File: src/rtl/pll_reset_sequencer.sv
// PLL bring-up controller: sequences PLL RESETB, qualifies LOCK, releases the
// PLL-domain reset, retries on timeout and latches a fault after too many tries.
// Runs from the board clock so it keeps working while the PLL is unlocked.
module pll_reset_sequencer #(
  parameter int unsigned RESET_CYCLES    = 16,
  parameter int unsigned LOCK_TIMEOUT    = 16000,
  parameter int unsigned STABLE_CYCLES   = 1024,
  parameter int unsigned MAX_RETRIES     = 3,
  parameter int unsigned BLINK_BIT       = 23,
  parameter int unsigned FAULT_BLINK_BIT = 20,
  localparam int unsigned RCW = (MAX_RETRIES > 0) ? $clog2(MAX_RETRIES + 1) : 1
) (
  input  logic           CLK,
  input  logic           RST,
  input  logic           PLL_LOCK,
  output logic           PLL_RESETB,
  output logic           SYS_RST,
  output logic           READY,
  output logic           FAULT,
  output logic [RCW-1:0] RETRY_CNT,
  output logic           LED
);

  localparam int unsigned TMAX_A = (RESET_CYCLES > LOCK_TIMEOUT) ? RESET_CYCLES : LOCK_TIMEOUT;
  localparam int unsigned TMAX   = (TMAX_A > STABLE_CYCLES) ? TMAX_A : STABLE_CYCLES;
  localparam int unsigned TW     = $clog2(TMAX + 1);

  localparam logic [TW-1:0]  RST_LAST    = TW'(RESET_CYCLES - 1);
  localparam logic [TW-1:0]  LOCK_LAST   = TW'(LOCK_TIMEOUT - 1);
  localparam logic [TW-1:0]  STABLE_LAST = TW'(STABLE_CYCLES - 1);
  localparam logic [RCW-1:0] RETRY_MAX   = RCW'(MAX_RETRIES);

  typedef enum logic [2:0] {
    ST_PLLRST = 3'd0,
    ST_WAIT   = 3'd1,
    ST_STABLE = 3'd2,
    ST_RUN    = 3'd3,
    ST_FAULT  = 3'd4
  } state_t;

  state_t             state_q, state_d;
  logic [TW-1:0]      timer_q, timer_d;
  logic [RCW-1:0]     retry_q, retry_d;
  logic               lock_meta, lock_s;
  logic [BLINK_BIT:0] blink_q, blink_d;
  logic               resetb_d, sys_rst_d, ready_d, fault_d, led_d;

  assign RETRY_CNT = retry_q;

  // Two-flop synchronizer for the asynchronous PLL LOCK signal.
  always_ff @(posedge CLK or posedge RST) begin
    if (RST) begin
      lock_meta <= 1'b0;
      lock_s    <= 1'b0;
    end else begin
      lock_meta <= PLL_LOCK;
      lock_s    <= lock_meta;
    end
  end

  // Next state, timer, retry count and the registered output values for the
  // state being entered (outputs are decoded from state_d so they change on
  // the same edge as the state).
  always_comb begin
    state_d = state_q;
    retry_d = retry_q;
    blink_d = blink_q + 1'b1;

    case (state_q)
      ST_PLLRST: begin
        if (timer_q == RST_LAST) state_d = ST_WAIT;
      end
      ST_WAIT: begin
        if (lock_s) begin
          state_d = ST_STABLE;
        end else if (timer_q == LOCK_LAST) begin
          if (retry_q == RETRY_MAX) begin
            state_d = ST_FAULT;
          end else begin
            retry_d = retry_q + 1'b1;
            state_d = ST_PLLRST;
          end
        end
      end
      ST_STABLE: begin
        if (!lock_s) begin
          state_d = ST_WAIT;
        end else if (timer_q == STABLE_LAST) begin
          state_d = ST_RUN;
          retry_d = '0;
        end
      end
      ST_RUN: begin
        if (!lock_s) state_d = ST_PLLRST;
      end
      ST_FAULT: begin
        state_d = ST_FAULT;
      end
      default: begin
        state_d = ST_PLLRST;
      end
    endcase

    // Timer restarts on every state change and idles at zero in RUN/FAULT.
    timer_d = timer_q + 1'b1;
    if ((state_d != state_q) || (state_q == ST_RUN) || (state_q == ST_FAULT)) timer_d = '0;

    resetb_d  = (state_d == ST_WAIT) || (state_d == ST_STABLE) || (state_d == ST_RUN);
    sys_rst_d = (state_d != ST_RUN);
    ready_d   = (state_d == ST_RUN);
    fault_d   = (state_d == ST_FAULT);

    case (state_d)
      ST_RUN:   led_d = blink_d[BLINK_BIT];
      ST_FAULT: led_d = blink_d[FAULT_BLINK_BIT];
      default:  led_d = 1'b1;
    endcase
  end

  // State, counters and registered outputs.
  always_ff @(posedge CLK or posedge RST) begin
    if (RST) begin
      state_q    <= ST_PLLRST;
      timer_q    <= '0;
      retry_q    <= '0;
      blink_q    <= '0;
      PLL_RESETB <= 1'b0;
      SYS_RST    <= 1'b1;
      READY      <= 1'b0;
      FAULT      <= 1'b0;
      LED        <= 1'b0;
    end else begin
      state_q    <= state_d;
      timer_q    <= timer_d;
      retry_q    <= retry_d;
      blink_q    <= blink_d;
      PLL_RESETB <= resetb_d;
      SYS_RST    <= sys_rst_d;
      READY      <= ready_d;
      FAULT      <= fault_d;
      LED        <= led_d;
    end
  end

endmodule
File: config.mk
export PLATFORM = sky130hd
export DESIGN_NAME = pll_reset_sequencer
export DESIGN_NICKNAME = d
export VERILOG_FILES = /design/src/rtl/pll_reset_sequencer.sv
export SDC_FILE = /design/constraint.sdc
export NUM_CORES = 1
export LEC_CHECK = 0
export ABC_CLOCK_PERIOD_IN_PS = 2400
export BUFFER_PORTS_ARGS = -buffer_cell sky130_fd_sc_hd__buf_2
export CORE_ASPECT_RATIO = 1.1
export CORE_MARGIN = 2
export CORE_UTILIZATION = 46
export CTS_BUF_LIST = sky130_fd_sc_hd__clkbuf_16
export DETAILED_ROUTE_END_ITERATION = 12
export PLACE_DENSITY_LB_ADDON = 0.12
export SLEW_MARGIN = 20
export SYNTH_ARGS = -nofsm -noshare
export SYNTH_HDL_FRONTEND = slang
export SYNTH_SLANG_ARGS = --single-unit
File: constraint.sdc
create_clock -name CLK -period 2.4 [get_ports CLK]
set_clock_uncertainty 0.1 [all_clocks]
set_input_delay 0.12 -clock CLK [delete_from_list [all_inputs] [get_ports CLK]]
set_output_delay 0.12 -clock CLK [all_outputs]
set_load 0.01 [all_outputs]
; ---- Yosys cells after proc, flatten, opt, wreduce, memory -nomap -nowiden
; Cells that the tools add are included.
[op_classes]
addsub = 3
multipliers = 0
div = 0
magnitude_cmp = 0
eq_ne = 19
shift = 0
muxes = 16
bitwise = 0
reduce_logical = 7
[op_table]
columns = cell, n
row1 = $add 24x1->24 const B, 1
row2 = $mux 3, 7
row3 = $pmux 3 s5, 1
row4 = $add 14x1->14 const B, 1
row5 = $eq 14x10->1 const B, 1
row6 = $eq 14x14->1 const B, 1
row7 = $eq 14x4->1 const B, 1
row8 = $mux 14, 1
row9 = $eq 3x2->1 const B, 4
row10 = $mux 2, 5
row11 = $ne 2x2->1 const B, 5
row12 = $eq 3x1->1 const B, 2
row13 = $eq 3x3->1 const B, 2
row14 = $reduce_and 6->1, 1
row15 = $logic_or 1x1->1, 4
row16 = $pmux 2 s2, 1
row17 = $logic_not 3->1, 1
row18 = $ne 3x2->1 const B, 1
row19 = $ne 3x3->1, 1
row20 = $add 2x1->2 const B, 1
row21 = $eq 2x2->1 const B, 1
row22 = $pmux 1 s2, 1
row23 = $reduce_bool 2->1, 1
[totals]
register_bits = 50
latch_bits = 0
ram_bits = 0
romBits = 0
inputBits = 3
out_inout_bits = 7
n_memories = 0

; ---- Longest topological paths before layout
; Gate-level depths: netlist of the first run.
[depth]
depth_word = 9
depth_mapped = 7

; ---- Worst setup path before layout of the first run
; OpenSTA, ideal clock, no wires.
[synth_timing]
kind = reg-to-reg
startpoint = register timer_q[7]
endpoint = register timer_q[10]
arrival_ps = 1673
required_time_ps = 2181
slack_ps = 509
stages_incl_launch_ff = 7
synth_period_minus_slack_ps = 1891
path_cell_list = dfrtp_1 > or4_1 > nor4_2 > a31oi_1 > a41oi_2 > buf_6 > nor2_1
[synth_via]
elab_chain_cells = 8
word_cells_on_any_way = 14
cone_classes = add/sub (1) / eq/ne (4) / mux (7) / reduce/logical (2)
[synth_lines]
columns = element, line_no
row1 = "start, declared", 42  ; logic [TW-1:0] timer_q, timer_d;
row2 = "start signal, assigned", 134  ; timer_q <= timer_d;
row3 = $eq 14x10->1 / $eq 14x14->1 (equally long branches), "88, 76"
row4 = "$mux 3, on equally long branches", "88, 76"
row5 = "$mux 3, on equally long branches", "86, 74"
row6 = $pmux 3 s5, 69  ; case (state_q)
row7 = $ne 3x3->1, 106  ; if ((state_d != state_q) || (state_q == ST_RUN) || (state_q == ST_FAULT)) timer_d = '0;
row8 = $logic_or 1x1->1 (2 in series), 106
row9 = $mux 14 *, 106
row10 = named net timer_d[10], 42
; Mark *: on every way through the listed nets, which the timed path passes. The rest lies on a longest branch.
; A chain may end at the register's enable or synchronous reset.

; ---- Final worst setup path of the first run
[layout_timing]
startpoint = register timer_q[0]
endpoint = register timer_q[1]
; The elaborated chain is that of the path after synthesis.

==> summary.md, run 1 <==
| Metric | Value |
|---|---|
| Status | `finished, final reports clean` |
| Slew Limit Fails | `0` |
| Sink Count | `50` |
| Leading cell types by count after synthesis | `dfrtp_1 (49), xnor2_1 (26), nor2_1 (25)` |
| Die ar. | `5410 um^2` |
| Port buffer count | `9` |
| Multi-input logic area | `923 um^2` |
| Placer Congestion | `0.718` |
| Area share of the largest cell type after synthesis | `0.551` |
| Ratio of cells with drive above 1 in the final layout | `0.142` |
| Mapped cell area | `2230 um^2` |
| RSZ-0062 raised after global routing | `no` |
| Final hold violation count | `0` |
| Iteration-0 DRC Markers | `65` |
| Power density cells | `841 nW/um^2` |
| WL final | `3830 um` |
| Crit path max-delay cell type | `dfrtp_1` |
| Min cycle time layout | `2.11 ns` |
| Avg Cell Area, Syn | `11.2 um^2` |
| Core Area | `4650 um^2` |
| Clock Latency Late Sink | `0.29 ns` |
| Synthesized flop and latch total | `50` |
| Post-synth top flop | `dfrtp_1` |
| VDD IR max | `0.000405 V` |
| Vias in the first global route | `1559` |
| Die height | `77.0 um` |
| Row count | `26` |
| Register area share after synthesis | `0.563` |
| Lkg Pwr | `1.16 nW` |
| CP Class | `flop to flop` |
| Pwr Total | `2.14 mW` |
| Critical-path cell list | `ha_1 > nand3_1 > nor3_2 > nand4_1 > a41oi_2 > buf_4 > nor2b_1` |
| Gr usage total | `0.159` |
| Top cells by area, synth | `dfrtp_1 (55%), xnor2_1 (10%), nor2_1 (4.2%)` |
| Setup Buffers After CTS | `0` |
| Met3 Usage GRT | `0.0355` |
| Fmax | `0.473 GHz` |
| Endpoints failing setup | `0` |
| Maxcap violations | `0` |
| Post-cts sizing count | `0` |
| Layout area overhead | `14.2%` |
| Most common cell in the netlist | `dfrtp_1` |
| Diodes inserted | `0` |
| FF/Latch Area | `1250 um^2` |
| Hold slack | `0.250 ns` |
| Syn Inst Count | `198` |
| Ys Warns | `0` |
| Post-detailed-route DRC marker count | `0` |
| Hold WC Path Type | `flop to flop` |
| ANT nets after route | `0` |
| Fillers | `408` |
| Ys async rst share | `1.00` |
| Vias | `1490` |
| Slew headroom | `0.661` |
| Final nets | `223` |
| Die W | `70.3 um` |
| Detailed Place HPWL | `2800 um` |
| CTS tree | `done` |
| Synth cell types | `36` |
| CP Capture Type | `flop` |
| I/O pins | `10` |
| Required time of the critical path | `2.47 ns` |
| Syn nets | `204` |
| Routed vias/inst | `5.44` |
| EDFF count, synth | `0` |
| First-pass GRT wire length | `6870 um` |
| GR Util met2 | `0.277` |
| H-tree depth | `2` |
| Hold Buf Count CTS | `2` |
| Setup TNS | `0 ns` |
| Worst path arrival time | `2.18 ns` |
| Reg clk slew, reported paths | `0.07 ns` |
| Tcrit/Tclk final | `0.880` |
| Overflow left after global routing | `0` |
| Initial antenna violation count | `0` |
| CP max FO | `14` |
| First-pass DRT Iterations | `4` |
| Hold path cells | `0` |
| CP max stage delay | `0.39 ns` |
| Num CTS Buffers | `5` |
| Clk buf depth | `2` |
| GR peak layer | `met2` |
| Routed WL per cell | `14.0 um` |
| Area leader, netlist | `dfrtp_1` |
| Initial Utilization | `0.478` |
| GR Layer Usage met1 | `0.186` |
| Largest net degree at the start of global routing | `23` |
| Worst-Margin Slew | `0.507 ns` |
| R2R cell count | `7` |
| Worst setup SP type | `flop` |
| Clock root cell | `clkbuf_16` |
## layout make-up
type,instances,area share
inverters,8,0.0118
flip-flops and latches,50,0.493
clock inverters,3,0.0177
well taps,56,0.0276
clock buffers,5,0.0492
multi-input cells,137,0.363
repair buffers,15,0.0374
## registers in the layout (all words and copies together) (netlist names)
signal,flops
FAULT,1
LED,1
RETRY_CNT,2
PLL_RESETB,1
timer_q,14
lock_meta,1
SYS_RST,1
state_q,3
blink_q,24
READY,1
lock_s,1
## cells in the final DEF, fill, tap and decap left out, types with 3 or more instances in the layout
| master | netlist | final |
|---|---|---|
| and2_1 | 3 | 3 |
| and3_1 | 6 | 6 |
| buf_2 | 1 | 9 |
| buf_4 | 0 | 4 |
| clkbuf_16 | 0 | 5 |
| dfrtp_1 | 49 | 49 |
| ha_1 | 3 | 3 |
| inv_1 | 8 | 7 |
| nand2_1 | 7 | 7 |
| nand3_1 | 16 | 16 |
| nand4_1 | 10 | 10 |
| nor2_1 | 25 | 25 |
| nor3_1 | 4 | 4 |
| nor4_1 | 3 | 3 |
| xnor2_1 | 26 | 26 |
| xor2_1 | 9 | 9 |
## metrics by stage
| step | std cells | setup WS (ns) | utilization | instance area, um^2 |
|---|---|---|---|---|
| 3_3_place_gp | 264 | 0.389 | 0.505 | 2350 |
| 2_1_floorplan | 198 | 0.509 | - | 2230 |
| 5_1_grt | 274 | 0.120 | 0.546 | 2540 |
| 6_report | 274 | 0.288 | 0.546 | 2540 |
| 4_1_cts | 274 | 0.275 | 0.546 | 2540 |
| 3_5_place_dp | 264 | 0.299 | 0.505 | 2350 |
## power breakdown
part	switching [mW]	total, mW	internal (mW)
clock network	0.301	0.792	0.491
registers	0.0841	0.996	0.912
logic	0.203	0.348	0.145
total	0.589	2.14	1.55
## worst paths after layout
path | startpoint | to | slack [ns]
max in group asynchronous | RST | timer_q[1] | 1.31
hold reg to reg | lock_meta | lock_s | 0.25
hold / removal | lock_meta | lock_s | 0.25
min in group asynchronous | RST | LED | 0.29
setup / recovery | timer_q[0] | timer_q[1] | 0.29
setup reg to reg | timer_q[0] | timer_q[1] | 0.29
## worst max-delay path, delay by kind of cell (launching register included)
kind / cells / cell delay, ns
fa+ha+maj: 1 / 0.22
simple gates: 4 / 0.83
flops: 1 / 0.39
compound gates: 1 / 0.23
buf+inv: 1 / 0.22
## layer usage
| metal | vias to the layer above | wire length [um] |
|---|---|---|
| met1 | 749 | 1650 |
| li1 | 714 | - |
| met2 | 17 | 2010 |
| met4 | 0 | 91 |
| met3 | 10 | 90 |
| met5 | - | 0 |
## kinds of logic (layout without fill, tap and decap cells)
family | after synthesis | after routing | share of synthesized area
DFF | 50 | 50 | 0.563
muxes | 2 | 2 | 0.0101
AOI/OAI and AO/OA | 7 | 7 | 0.0259
xor gates and xnor gates | 35 | 35 | 0.138
adders and majority gates | 3 | 3 | 0.0169
and+or+nand+nor | 90 | 90 | 0.224
buffers and inverters | 11 | 31 | 0.0225
(Power assumes the default switching activity.)
==> run 2: changes to the inputs <==
PLACE_DENSITY_LB_ADDON = not set   (was 0.12)
==> run 2 against run 1 <==
Compared with the run above:
- critical path depth unchanged
- via count decreased by 2.8%
- utilization decreased by 0.51 points
- clock power decreased by 9.8%
- flip-flop and latch count unchanged
- global-route usage decreased by 0.13 points
- critical endpoint is now timer_q[3]
==> summary.md, run 2 (synthesis gave the netlist of run 1 again) <==
| Metric | Value |
|---|---|
| Num CTS Buffers | `5` |
| Routed WL per cell | `14.0 um` |
| Die ar. | `5410 um^2` |
| Lkg Pwr | `1.16 nW` |
| Min cycle time layout | `2.10 ns` |
| WL final | `3820 um` |
| CP max FO | `14` |
| Final hold violation count | `0` |
| Max FFs per register | `24` |
| Slew headroom | `0.669` |
| Port buffer count | `9` |
| Maxcap violations | `0` |
| Fmax | `0.477 GHz` |
| Largest Register | `blink_q` |
| Clock Latency Late Sink | `0.29 ns` |
| Diodes inserted | `0` |
| VDD IR max | `0.000411 V` |
| Top Registers | `blink_q: 24 flops, timer_q: 14 flops, state_q: 3 flops` |
| CP Class | `flop to flop` |
| Fillers | `400` |
| Clock root cell | `clkbuf_16` |
| Gr usage total | `0.158` |
| Placer Congestion | `0.733` |
| Detailed Place HPWL | `2790 um` |
| Vias | `1449` |
| First-pass GRT wire length | `6840 um` |
| Layout area overhead | `13.1%` |
| Worst setup SP type | `flop` |
| Status | `finished, final reports clean` |
| Worst-Margin Slew | `0.496 ns` |
| Row count | `26` |
| Overflow left after global routing | `0` |
| Sink Count | `50` |
| Largest net degree at the start of global routing | `28` |
| Die height | `77.0 um` |
| Slew Limit Fails | `0` |
| CP Capture Type | `flop` |
| Hold WC Path Type | `flop to flop` |
| Commonest non-fill, non-tap cell in the layout | `dfrtp_1` |
| Commonest non-fill, non-tap cells in the layout | `dfrtp_1 (49), xnor2_1 (26), nor2_1 (25), nand3_1 (16), nand4_1 (10)` |
| Core Area | `4650 um^2` |
| Initial Utilization | `0.478` |
| Endpoints failing setup | `0` |
| Post-cts sizing count | `0` |
| Power density cells | `814 nW/um^2` |
| H-tree depth | `2` |
| Post-layout util | `0.541` |
| ANT nets after route | `0` |
| CP Launch Point | `timer_q[0]` |
| Hold path start | `lock_meta` |
| Post-detailed-route DRC marker count | `0` |
| Met2 Routed Length | `1990 um` |
| Reg clk slew, reported paths | `0.07 ns` |
| Top sig layer | `met4` |
| Ratio of cells with drive above 1 in the final layout | `0.138` |
| DR WL met3 | `66 um` |
| Pwr Total | `2.05 mW` |
| RSZ-0062 raised after global routing | `no` |
| CTS tree | `done` |
| Setup TNS | `0 ns` |
| Iteration-0 DRC Markers | `44` |
| Vias in the first global route | `1562` |
| Routed vias/inst | `5.31` |
| Met1 WL | `1690 um` |
| Worst path arrival time | `2.17 ns` |
| I/O pins | `10` |
| First-pass DRT Iterations | `4` |
| Final nets | `222` |
| Initial antenna violation count | `0` |
| Tcrit/Tclk final | `0.873` |
| Die W | `70.3 um` |
| Required time of the critical path | `2.47 ns` |
| FF-to-FF Start | `timer_q[0]` |
| Clk buf depth | `2` |
[run 2: cell count changes in the layout (fill, tap and decap cells not counted)]
cell,before,now
inv_8,0,1
buf_4,4,3
clkinvlp_4,2,0
bufinv_16,1,0
clkinv_4,0,2
[run 2: routing by layer]
layer | track usage | up-vias
met5 | 0 | -
met4 | 0.0654 | 0
met3 | 0.0315 | 8
met2 | 0.290 | 10
met1 | 0.176 | 714
li1 | - | 717
[run 2: where the power goes]
group	switching [mW]	total [mW]	internal [mW]
registers	0.0814	0.993	0.912
logic	0.199	0.342	0.144
clock network	0.317	0.714	0.397
[run 2: path summary, 6_finish.rpt]
check / to / slack [ns] / depth (start not counted)
worst max-delay path: timer_q[3] / 0.30 / 7
worst min-delay path: lock_s / 0.25 / 0
worst max register to register: timer_q[3] / 0.30 / 7
worst min register to register: lock_s / 0.25 / 0
max in group asynchronous: blink_q[21] / 1.16 / 4
min in group asynchronous: LED / 0.32 / 3
[run 2: layout make-up]
type | instances | area, um^2 | share of cell area
Inverter | 8 | 30.0 | 0.0119
Clock inverter | 3 | 28.8 | 0.0114
Timing Repair Buffer | 14 | 87.6 | 0.0348
Clock buffer | 5 | 125 | 0.0497
Tap cell | 56 | 70.1 | 0.0278
Sequential cell | 50 | 1250 | 0.498
Multi-Input combinational cell | 137 | 923 | 0.367
[run 2: timing repair]
action                                 in CTS  in global routing
hold buffers                                2                  0
buffers inserted                            0                  0
endpoints found under the hold margin      23                  0
[run 2: critical path: stages (launching register included)]
cell     delay [ns]
dfrtp_1        0.39
ha_1           0.22
nand3_1        0.19
nor3_2         0.38
nand4_1        0.20
a41oi_2        0.21
buf_4          0.21
nor2_1         0.07
[run 2: stage by stage]
| step | setup slack [ns] | hold slack [ns] | area, um^2 | std cells |
|---|---|---|---|---|
| 6_report | 0.304 | 0.251 | 2520 | 273 |
| 3_3_place_gp | 0.383 | 0.0657 | 2340 | 263 |
| 2_1_floorplan | 0.509 | 0.0514 | 2230 | 198 |
| 3_5_place_dp | 0.298 | 0.0742 | 2340 | 263 |
| 5_1_grt | 0.187 | 0.270 | 2520 | 273 |
| 4_1_cts | 0.293 | 0.252 | 2520 | 273 |
==> run 3: changes to the inputs <==
ABC_CLOCK_PERIOD_IN_PS = 2700   (was 2400)
clock period = 2.7 ns   (was 2.4 ns; I/O delays follow)
==> run 3 against run 2 <==
Compared with the run above:
- global-route usage is 0.26 points lower
- sequential share of layout area is 0.42 points higher
- flip-flop and latch count unchanged
- worst setup slack gained 0.062 ns
- clock-buffer cell count is the same
- routed wire length shrank 4.8%
- cell area shrank 0.84%
- register-to-register slack better by 0.06 ns
- die area is the same
- final cell count fell by 1.1%
- largest power group unchanged
==> summary.md, run 3 (synthesis gave the netlist of run 1 again) <==
| Metric | Value |
|---|---|
| Status | `finished, final reports clean` |
| Detailed Place HPWL | `2590 um` |
| Largest Register | `blink_q` |
| Slew headroom | `0.454` |
| Initial Utilization | `0.478` |
| Critical-path cell list | `ha_1 > nand3_1 > nor3_2 > nand4_1 > a41oi_2 > nor2_1` |
| Routed WL per cell | `13.5 um` |
| Hold path cells | `0` |
| Initial antenna violation count | `0` |
| CP Launch Point | `timer_q[0]` |
| Commonest non-fill, non-tap cell in the layout | `dfrtp_1` |
| CP Class | `flop to flop` |
| Fmax | `0.429 GHz` |
| I/O pins | `10` |
| Placer Congestion | `0.739` |
| Worst-Margin Slew | `0.818 ns` |
| Reg-to-Reg End | `timer_q[2]` |
| Setup TNS | `0 ns` |
| FF-to-FF Start | `timer_q[0]` |
| Clk buf depth | `2` |
| Fin area | `2500 um^2` |
| Post-detailed-route DRC marker count | `0` |
| Routed vias/inst | `5.27` |
| Tcrit/Tclk final | `0.864` |
| CP Capture Type | `flop` |
| CP max FO | `14` |
| WL final | `3630 um` |
| Reg2reg setup slack | `0.37 ns` |
| Maxcap violations | `0` |
| Die ar. | `5410 um^2` |
| Slew Limit Fails | `0` |
| First-pass GRT wire length | `6620 um` |
| Clock Latency Late Sink | `0.29 ns` |
| ANT nets after route | `0` |
| VDD IR max | `0.000429 V` |
| CP max stage delay | `0.60 ns` |
| Largest net degree at the start of global routing | `51` |
| Hold path start | `lock_meta` |
| Top Registers | `blink_q: 24 flops, timer_q: 14 flops, state_q: 3 flops` |
| Die W | `70.3 um` |
| Area after DPL | `2320 um^2` |
| Core Area | `4650 um^2` |
| Final nets | `219` |
| Num CTS Buffers | `5` |
| Hold WC Path Type | `flop to flop` |
| RSZ-0062 raised after global routing | `no` |
| Final hold violation count | `0` |
| Required time of the critical path | `2.75 ns` |
| Crit path max-delay cell type | `a41oi_2` |
| Min cycle time layout | `2.33 ns` |
| Worst path arrival time | `2.38 ns` |
| Reg clk slew, reported paths | `0.07 ns` |
| Max FFs per register | `24` |
| Row count | `26` |
| Endpoints failing setup | `0` |
| Vias in the first global route | `1465` |
| Clock root cell | `clkbuf_16` |
| Worst setup SP type | `flop` |
| Ratio of cells with drive above 1 in the final layout | `0.126` |
| R2R cell count | `6` |
| Layout area overhead | `12.1%` |
| First-pass DRT Iterations | `5` |
| Sink Count | `50` |
| Lkg Pwr | `1.14 nW` |
| CTS tree | `done` |
| Diodes inserted | `0` |
| Overflow left after global routing | `0` |
| Hold Path Sink | `lock_s` |
| Power density cells | `720 nW/um^2` |
| H-tree depth | `2` |
| Die height | `77.0 um` |
| Vias | `1424` |
| Commonest non-fill, non-tap cells in the layout | `dfrtp_1 (49), xnor2_1 (26), nor2_1 (25), nand3_1 (16), nand4_1 (10)` |
| Iteration-0 DRC Markers | `60` |
| Port buffer count | `9` |
| Gr usage total | `0.156` |
## run 3: cell types whose count changed in the layout (fill, tap and decap cells not counted), sizes merged
| cell | change |
|---|---|
| buf | -3 |
## run 3: layer usage
metal,part of all wire,track usage,up-vias
met5,0,0,-
met4,0.013,0.0654,0
met3,0.035,0.0434,6
met2,0.51,0.261,19
met1,0.44,0.186,690
li1,-,-,709
## run 3: worst max-delay path, delay by kind of cell, from the launching register on
kind / cells / cell delay, ns
AND/OR/NAND/NOR: 4 / 0.90
AO/OA/AOI/OAI: 1 / 0.60
adder cells (fa/ha/maj): 1 / 0.21
flip-flops: 1 / 0.39
## run 3: metrics by stage
stage / util / total power [mW] / hold slack (ns) / worst slack (ns) / cells
floorplan: - / 1.14 / 0.0664 / 0.809 / 198
global placement: 0.499 / 1.17 / 0.151 / 0.437 / 260
finish: 0.537 / 1.80 / 0.243 / 0.367 / 270
CTS: 0.534 / 1.82 / 0.0120 / 0.348 / 269
detailed placement: 0.499 / 1.18 / 0.150 / 0.353 / 260
global route: 0.537 / 1.91 / 0.253 / 0.134 / 270
## run 3: area by class of cell
class,instances,area [um^2]
multi-input cells,137,923
clock inverters,3,28.8
inverters,8,31.3
flip-flops and latches,50,1250
repair buffers,11,65.1
fillers,424,2160
clock buffers,5,125
well taps,56,70.1
## run 3: power breakdown
part	switching, mW	internal (mW)	leakage [nW]
Clock	0.276	0.354	0.0763
Sequential	0.0738	0.811	0.663
Combinational	0.172	0.110	0.401
## run 3: timing repair
action / 4_1_cts / 5_1_grt
hold buffers: 1 / 1
hold endpoints to repair: 1 / 49
setup buffers: 0 / 0
gates resized for setup: 0 / 0
## run 3: how the worst max path moves through the flow
stage / endpoint / slack (ns)
after floorplan: timer_q[10] / 0.81
after global routing: timer_q[2] / 0.13
after CTS: timer_q[11] / 0.35
final: timer_q[2] / 0.37
after global placement: timer_q[11] / 0.44
after detailed placement: timer_q[11] / 0.35
